File: src/rtl/hazard_pkg.sv
// Shared types for the hazard/forwarding controller.
// Slot fields use fixed ceilings so one struct serves every instance.
package hazard_pkg;

   localparam int SLOT_RD_W  = 8;
   localparam int SLOT_LAT_W = 4;

   localparam int FWD_RF    = 0;
   localparam int FWD_EXMEM = 1;
   localparam int FWD_MEMWB = 2;

   localparam int LAT_ALU  = 1;
   localparam int LAT_LOAD = 2;

   typedef struct packed {
      logic                  valid;
      logic [SLOT_RD_W-1:0]  rd;
      logic [SLOT_LAT_W-1:0] lat;
   } slot_t;

endpackage

File: src/rtl/hazard_age_pipe.sv
// Age-ordered shift register of in-flight register writes.
// Index k holds the instruction k+1 cycles past issue.
module hazard_age_pipe
   import hazard_pkg::*;
#(
   parameter int DEPTH     = 2,
   parameter int FLUSH_AGE = 2
) (
   input  logic  clock,
   input  logic  reset_n,
   input  logic  advance_i,
   input  logic  flush_i,
   input  slot_t slot_i,
   output slot_t slots_o [DEPTH]
);

   slot_t slots_q [DEPTH];
   slot_t slots_d [DEPTH];

   // Flush kills by pre-shift age: index k-1 has age k.
   always_comb begin
      for (int k = 0; k < DEPTH; k++) begin
         slots_d[k] = slots_q[k];
      end
      if (advance_i) begin
         slots_d[0] = slot_i;
         for (int k = 1; k < DEPTH; k++) begin
            slots_d[k] = slots_q[k-1];
            if (flush_i && k < FLUSH_AGE) begin
               slots_d[k].valid = 1'b0;
            end
         end
      end
   end

   always_ff @(posedge clock or negedge reset_n) begin
      if (!reset_n) begin
         for (int k = 0; k < DEPTH; k++) begin
            slots_q[k] <= '0;
         end
      end else begin
         for (int k = 0; k < DEPTH; k++) begin
            slots_q[k] <= slots_d[k];
         end
      end
   end

   assign slots_o = slots_q;

endmodule

File: src/rtl/hazard_forward_unit.sv
// Load-use / latency stall, flush bubble and operand forwarding
// control, driven from a tracker of in-flight register writes.
module hazard_forward_unit
   import hazard_pkg::*;
#(
   parameter int REG_W     = 5,
   parameter int FWD_DEPTH = 2,
   parameter int LAT_W     = 2,
   parameter int FLUSH_AGE = 2,
   parameter int CNT_W     = 16
) (
   input  logic                           clock,
   input  logic                           reset_n,
   input  logic                           id_valid,
   input  logic [REG_W-1:0]               id_rs,
   input  logic [REG_W-1:0]               id_rt,
   input  logic                           id_rs_used,
   input  logic                           id_rt_used,
   input  logic [REG_W-1:0]               id_rd,
   input  logic                           id_reg_write,
   input  logic [LAT_W-1:0]               id_lat,
   input  logic                           flush,
   input  logic                           hold,
   output logic                           issue,
   output logic                           stall,
   output logic                           pc_write,
   output logic                           ifid_write,
   output logic                           bubble,
   output logic [$clog2(FWD_DEPTH+1)-1:0] fwd_a,
   output logic [$clog2(FWD_DEPTH+1)-1:0] fwd_b,
   output logic [CNT_W-1:0]               stall_cnt
);

   localparam int FW = $clog2(FWD_DEPTH+1);

   slot_t          slots [FWD_DEPTH];
   slot_t          new_slot;
   logic           advance;
   logic           haz_a, haz_b;
   logic [FW-1:0]  sel_a, sel_b;
   logic [FW-1:0]  fwd_a_q, fwd_a_d;
   logic [FW-1:0]  fwd_b_q, fwd_b_d;
   logic [CNT_W-1:0] cnt_q, cnt_d;

   // Scan oldest to youngest so the youngest match wins.
   function automatic logic [FW:0] lookup(
      input logic [REG_W-1:0] src,
      input logic             used
   );
      logic hit;
      int   age;
      int   lat;
      hit = 1'b0;
      age = 0;
      lat = 0;
      for (int k = FWD_DEPTH-1; k >= 0; k--) begin
         if (used && src != '0 && slots[k].valid &&
             slots[k].rd == SLOT_RD_W'(src)) begin
            hit = 1'b1;
            age = k + 1;
            lat = int'(slots[k].lat);
         end
      end
      if (hit && age < lat) return {1'b1, FW'(FWD_RF)};
      if (hit)              return {1'b0, FW'(age)};
      return {1'b0, FW'(FWD_RF)};
   endfunction

   assign {haz_a, sel_a} = lookup(id_rs, id_rs_used);
   assign {haz_b, sel_b} = lookup(id_rt, id_rt_used);

   assign stall      = haz_a | haz_b;
   assign issue      = id_valid & ~stall & ~hold & ~flush;
   assign bubble     = stall | flush | hold;
   assign pc_write   = ~stall & ~hold;
   assign ifid_write = ~stall & ~hold;
   assign advance    = ~hold | flush;

   always_comb begin
      new_slot.valid = issue & id_reg_write & (id_rd != '0);
      new_slot.rd    = SLOT_RD_W'(id_rd);
      new_slot.lat   = (id_lat == '0) ? SLOT_LAT_W'(LAT_ALU)
                                      : SLOT_LAT_W'(id_lat);
   end

   hazard_age_pipe #(
      .DEPTH     (FWD_DEPTH),
      .FLUSH_AGE (FLUSH_AGE)
   ) u_age_pipe (
      .clock     (clock),
      .reset_n   (reset_n),
      .advance_i (advance),
      .flush_i   (flush),
      .slot_i    (new_slot),
      .slots_o   (slots)
   );

   always_comb begin
      fwd_a_d = '0;
      fwd_b_d = '0;
      if (issue) begin
         fwd_a_d = sel_a;
         fwd_b_d = sel_b;
      end else if (hold && !flush) begin
         fwd_a_d = fwd_a_q;
         fwd_b_d = fwd_b_q;
      end
   end

   always_comb begin
      cnt_d = cnt_q;
      if (stall && !hold && !flush && cnt_q != '1) begin
         cnt_d = cnt_q + 1'b1;
      end
   end

   always_ff @(posedge clock or negedge reset_n) begin
      if (!reset_n) begin
         fwd_a_q <= '0;
         fwd_b_q <= '0;
         cnt_q   <= '0;
      end else begin
         fwd_a_q <= fwd_a_d;
         fwd_b_q <= fwd_b_d;
         cnt_q   <= cnt_d;
      end
   end

   assign fwd_a     = fwd_a_q;
   assign fwd_b     = fwd_b_q;
   assign stall_cnt = cnt_q;

endmodule

File: config.mk
export PLATFORM = sky130hd
export DESIGN_NAME = hazard_forward_unit
export DESIGN_NICKNAME = d
export VERILOG_FILES = /design/src/rtl/hazard_pkg.sv /design/src/rtl/hazard_age_pipe.sv /design/src/rtl/hazard_forward_unit.sv
export SDC_FILE = /design/constraint.sdc
export NUM_CORES = 1
export LEC_CHECK = 0
export CORE_MARGIN = 3
export CORE_UTILIZATION = 53
export CTS_BUF_LIST = sky130_fd_sc_hd__clkbuf_8 sky130_fd_sc_hd__clkbuf_16
export DETAILED_ROUTE_END_ITERATION = 8
export PLACE_DENSITY_LB_ADDON = 0.1
export SLEW_MARGIN = 20
export SYNTH_ARGS = -nofsm -noshare
export SYNTH_HDL_FRONTEND = slang
export SYNTH_SLANG_ARGS = --single-unit
File: constraint.sdc
create_clock -name clock -period 6.2 [get_ports clock]
set_input_delay 1.24 -clock clock [delete_from_list [all_inputs] [get_ports clock]]
set_output_delay 1.24 -clock clock [all_outputs]
set_load 0.01 [all_outputs]
==> results.md <==
- Synthesized instance count: 203
- # fillers: 257
- Standard-cell rows: 21
- Max VDD drop: 150 uV
- Vias post-DR: 1608
- Mean Syn Cell Area: 9.75 um^2
- WP data required: 4.96 ns
- Grt ovf: 0
- R2R setup slack: 3.11 ns
- Reg2reg end: stall_cnt[11]
- Initial DRC Count: 85
- Clk_skew: 0.00664 ns
- P&R area growth vs syn: 33.1%
- Layout cells sized above 1: 9.38%
- Synthesized area: 1980 um^2
- Die Y: 67.1 um
- Die Span X: 67.1 um
- Rel. slew slack: 53.7%
- Hold_buf cts: 0
- Drt pass-1 iters: 4
- Starting Density: 57.1%
- Post-DP HPWL: 3290 um
- YS warnings: 0
- H-tree depth: 2
- Area of the multi-input gates: 1040 um^2
- TritonCTS clock tree: built
- Yosys reg bits: 36
- Post-DRT Antenna Nets: 0
- Cell area power density: 208 nW/um^2
- Register area: 901 um^2
- Status: finished clean
- Clock sink count: 36
- Root Buffer: clkbuf_8
- Synthesized Nets: 231
- Hold Crit Class: register to register
- Cts bufs inserted: 5
- First-pass GRT wire length: 7600 um
- RSZ-0062 raised after global routing: no
- Global placer's final weighted congestion: 0.844
- Clk slew on worst S/H paths: 0.07 ns
- Crit Reg-Reg Startpoint: u_age_pipe.slots_o[5]
- Setup TNS: 0 ns
- Final Cell Area: 2640 um^2
- Sequential area share after synthesis: 45.5%
- Vias in the first global route: 1597
- Critical path peak fanout: 4
- # setup viols final: 0
- Largest net degree at the start of global routing: 37
- Crit path time final: 5.71 ns
- Area after DPL: 2510 um^2
- Worst-margin pin slew: 0.694 ns
- Port Buf Inserts: 49
- Final Slew Violations: 0
- Core region area: 3470 um^2
- Worst Setup End Kind: primary output
- MaxCap Viol Count: 0
- Period utilisation layout: 92.1%
- Maximum clock path buffer count: 2
- Final Core Density: 76.0%
- Final hold vios: 0
- # IOs: 50
- Antenna diode count: 0
- Lkg Pwr: 1.20 nW
- Worst Hold Slack: 0.479 ns
- Worst Setup Start Kind: input port
- Pwr Total: 549 uW
- CP Class: input port to primary output
- Drt drc: 0
- Die area: 4500 um^2
- Via/cell ratio: 5.32
- Setup bufs post-CTS: 0
- Worst-Skew Late Latency: 0.29 ns
- Initial antenna violation count: 0
- Gates resized, CTS repair: 0
- Global Route Usage Sum: 22.8%
- Max Clock Freq: 0.175 GHz
- Unique masters post-synth: 42
- Worst Reg-to-Reg Cells: 10
- Final wirelength: 4550 um
- End of the critical path: issue
- Critical path origin: id_rs[1]
- CP arrival: 4.47 ns
- Wire per inst: 15.1 um
- Layout Nets: 283
worst min-delay path by stage:
| stage | to | startpoint | depth (start not counted) |
|---|---|---|---|
| global placement | u_age_pipe.slots_o[0] | u_age_pipe.slots_o[13] | 2 |
| floorplan | u_age_pipe.slots_o[0] | u_age_pipe.slots_o[13] | 2 |
| detailed placement | u_age_pipe.slots_o[0] | u_age_pipe.slots_o[13] | 2 |
| CTS | u_age_pipe.slots_o[0] | u_age_pipe.slots_o[13] | 2 |
| global route | stall_cnt[5] | stall_cnt[5] | 1 |
| finish | u_age_pipe.slots_o[0] | u_age_pipe.slots_o[13] | 2 |
power breakdown:
| part | leakage, nW | internal (mW) | total (mW) | switching, mW |
|---|---|---|---|---|
| Sequential | 0.473 | 0.244 | 0.256 | 0.0116 |
| Combinational | 0.658 | 0.0353 | 0.0681 | 0.0328 |
| Clock | 0.0645 | 0.142 | 0.225 | 0.0832 |
| Total | 1.20 | 0.421 | 0.549 | 0.128 |
state kept, by name, indices dropped and copies added (netlist names):
signal,count
fwd_a,2
fwd_b,2
stall_cnt,16
u_age_pipe.slots_o,16
layout by cell type, fill, tap and decap left out, drive strengths merged, types with 3 or more instances in the layout:
master	count
nand2	55
clkbuf	7
o21ai	6
nor2	12
xor2	22
nand3	4
clkdlybuf4s50	49
and3	5
nor3	7
xnor2	13
nor4	5
ha	3
dfrtp	36
or4	3
nand4	3
cell type report:
type	instances	area share, %
flip-flops and latches	36	34.2
multi-input cells	159	39.4
inverters	2	0.285
repair buffers	51	19.2
well taps	46	2.18
clock inverters	1	1.14
clock buffers	7	3.66
critical path, stage by stage:
cell	delay [ns]
clkdlybuf4s50_1	0.48
or4_4	0.58
o21ai_4	0.18
nor3_1	0.11
nor2_1	0.20
a22oi_1	0.10
ha_1	0.33
a221oi_4	0.08
or2_4	0.29
nor3_4	0.18
and2_1	0.16
clkdlybuf4s50_1	0.53
per-stage QoR:
step	cells	worst slack, ns
after floorplan	203	1.64
after global placement	294	0.568
after detailed placement	294	0.517
after CTS	302	0.481
after global routing	302	0.345
final	302	0.492
kinds of logic after synthesis:
group / share of synthesized area, %
simple gates: 25.2
flops: 45.5
xor+xnor: 15.5
compound gates: 8.72
fa+ha+maj: 1.90
mux: 1.07
buf+inv: 2.09
cell usage after synthesis (all sizes together):
master	n	share of area (%)
mux2i	1	0.51
a211oi	1	0.63
o2111ai	1	0.44
nand2	55	10
inv	2	0.38
dfrtp	36	46
a31oi	1	0.32
nand4b	2	0.89
a32o	2	1.0
ha	3	1.9
or2	1	0.44
nand2b	1	0.32
and3	5	1.6
buf	3	1.1
o31ai	2	1.0
and2	1	0.32
clkbuf	3	0.57
nor2	12	2.3
a22oi	2	0.76
nand3	4	1.0
xnor2	13	5.8
o21ai	6	2.5
nor2b	1	0.32
a221oi	2	2.1
or4	3	1.3
mux2	1	0.57
nor4	5	1.9
nand4	3	0.95
xor2	22	9.7
or3	2	0.63
nor3	7	2.8
per-layer routing:
metal | global-route usage (%) | part of all wire (%) | vias to the layer above
li1 | - | - | 795
met1 | 32.0 | 48 | 756
met2 | 34.6 | 45 | 50
met3 | 7.08 | 6.4 | 7
met4 | 5.32 | 0.97 | 0
met5 | 0 | 0 | -
No activity file was read; power rests on OpenSTA's default activity.
==> patch: new RTL, same settings <==
Change the parameter `REG_W` from 5 to 7.
--- a/src/rtl/hazard_forward_unit.sv
+++ b/src/rtl/hazard_forward_unit.sv
@@ -3,7 +3,7 @@
 module hazard_forward_unit
    import hazard_pkg::*;
 #(
-   parameter int REG_W     = 5,
+   parameter int REG_W     = 7,
    parameter int FWD_DEPTH = 2,
    parameter int LAT_W     = 2,
    parameter int FLUSH_AGE = 2,
Interface: changed (resized id_rd, id_rs and id_rt); port bits go from 50 to 56. The function was not compared with the original's and may differ.
==> patch against the unedited design <==
- power up 8.7%
- count of clock-buffer cells in the layout down 1
- wire length up 9.9%
- area after synthesis up 10%
- non-clock buffer count up 7
- worst hold slack better by 0.0077 ns
- combinational power up 21%
- via count up 18%
- sequential cell count up 4
- final area up 9.7%
- worst setup slack worse by 0.17 ns
- largest power group unchanged
- highest routed layer unchanged
==> patch: results (changes against the unedited design) <==
| Metric | Value |
|---|---|
| CP max-delay cell | `clkdlybuf4s50_1` |
| Max incr delay on CP | `0.56 ns (-0.02 ns)` |
| First-pass GRT wire length | `8330 um (+9.6%)` |
| Crit-path max FO | `5 (+1)` |
| Buffers on Ports | `55 (+12%)` |
| Number of global-route vias before repair | `1814 (+14%)` |
| Crit path from | `id_rs[4]` |
| Synth Area in Adders | `1.72% (-0.18 points)` |
| Total track usage | `21.7% (-1.2 points)` |
| Worst R2R End | `stall_cnt[1]` |
| Final RePlAce weighted congestion | `0.873 (+3.4%)` |
| Post-synthesis net count | `267 (+16%)` |
| Xor and xnor area share after synthesis | `16.9% (+1.4 points)` |
| Comb pwr | `0.0825 mW (+21%)` |
| CTS Buffer Depth | `2 (unchanged)` |
| Synth cell types | `35 (-17%)` |
| Worst R2R Start | `u_age_pipe.slots_o[9]` |
| Cell leakage power | `1.26 nW (+5.7%)` |
| Nets | `324 (+14%)` |
| R2r setup slk | `2.84 ns (-0.27 ns)` |
| Number of cells produced by synthesis | `233 (+15%)` |
| VDD IR-drop max | `0.167 mV (+11%)` |
| Layout Cells excl Fill | `339 (+12%)` |
| Post-synthesis mux area share | `1.49% (+0.42 points)` |
| Sequential share of power | `48.3% (+1.7 points)` |
| Placed cells | `331 (+13%)` |
| Sequential share of the synthesized area | `45.9% (+0.36 points)` |
| Top post-synthesis cells by area | `dfrtp_1 (46%), xnor2_1 (14%), nand2_1 (11%)` |
| Outcome | `complete, no violations` |
| Internal power | `0.448 mW (+6.3%)` |
| Worst rel slew slack | `41.9% (-12 points)` |
| Pre-CTS WS | `0.312 ns (-0.205 ns)` |
| Final Skew | `0.00434 ns (-0.00230 ns)` |
| Fill cells | `299 (+16%)` |
| Async set-or-reset flop fraction in the synthesized netlist | `100% (unchanged)` |
| WHS | `0.486 ns (+0.00766 ns)` |
| Compound-gate portion of the synthesized area | `6.42% (-2.3 points)` |
| Detail Placement HPWL | `3790 um (+15%)` |
| Cts repair resizes | `0 (unchanged)` |
| Largest net degree at the start of global routing | `41 (+11%)` |
| Layout cells sized above 1 | `5.50% (-3.9 points)` |
| Crit path arrival time | `4.64 ns (+0.17 ns)` |
| Net Sw Power | `0.149 mW (+16%)` |
| Commonest cells post-synth | `nand2_1 (62), dfrtp_1 (40), xnor2_1 (35)` |
| Placed cell area | `2770 sq um (+10%)` |
| DR iter-0 viols | `80 (-5.9%)` |
| Worst r2r path cells | `11 (+1)` |
| Post-DR wirelength/cell | `14.8 um (-2.1%)` |
-- patch: final cells by class --
cell class,count,area [sq um],share of cell area [%]
multi-input combinational,180,1120,38.8
sequential,40,1000,34.6
timing repair buffer,58,568,19.7
clock buffer,6,82.6,2.86
tap,48,60.1,2.08
clock inverter,2,38.8,1.34
inverter,5,18.8,0.649
-- patch: logic make-up after synthesis --
group,count (synthesis)
XOR/XNOR,42
AND/OR/NAND/NOR,116
buffers and inverters,13
adder cells (fa/ha/maj),3
multiplexers,3
flip-flops,40
AO/OA/AOI/OAI,16
-- patch: worst max-delay path: cells and delay by family --
kind	cells	cell delay, ns
buffers and inverters	4	1.40
AOI/OAI and AO/OA	4	1.01
and+or+nand+nor	4	0.83
adders and majority gates	1	0.17
-- patch: routing by layer --
metal  vias to the layer above  global-route usage, %  share of wire, %
li1                        912                      -                 -
met1                       916                   28.3                46
met2                        59                   34.4                47
met3                         7                   6.19               5.3
met4                         0                   7.66               1.6
met5                         -                      0                 0
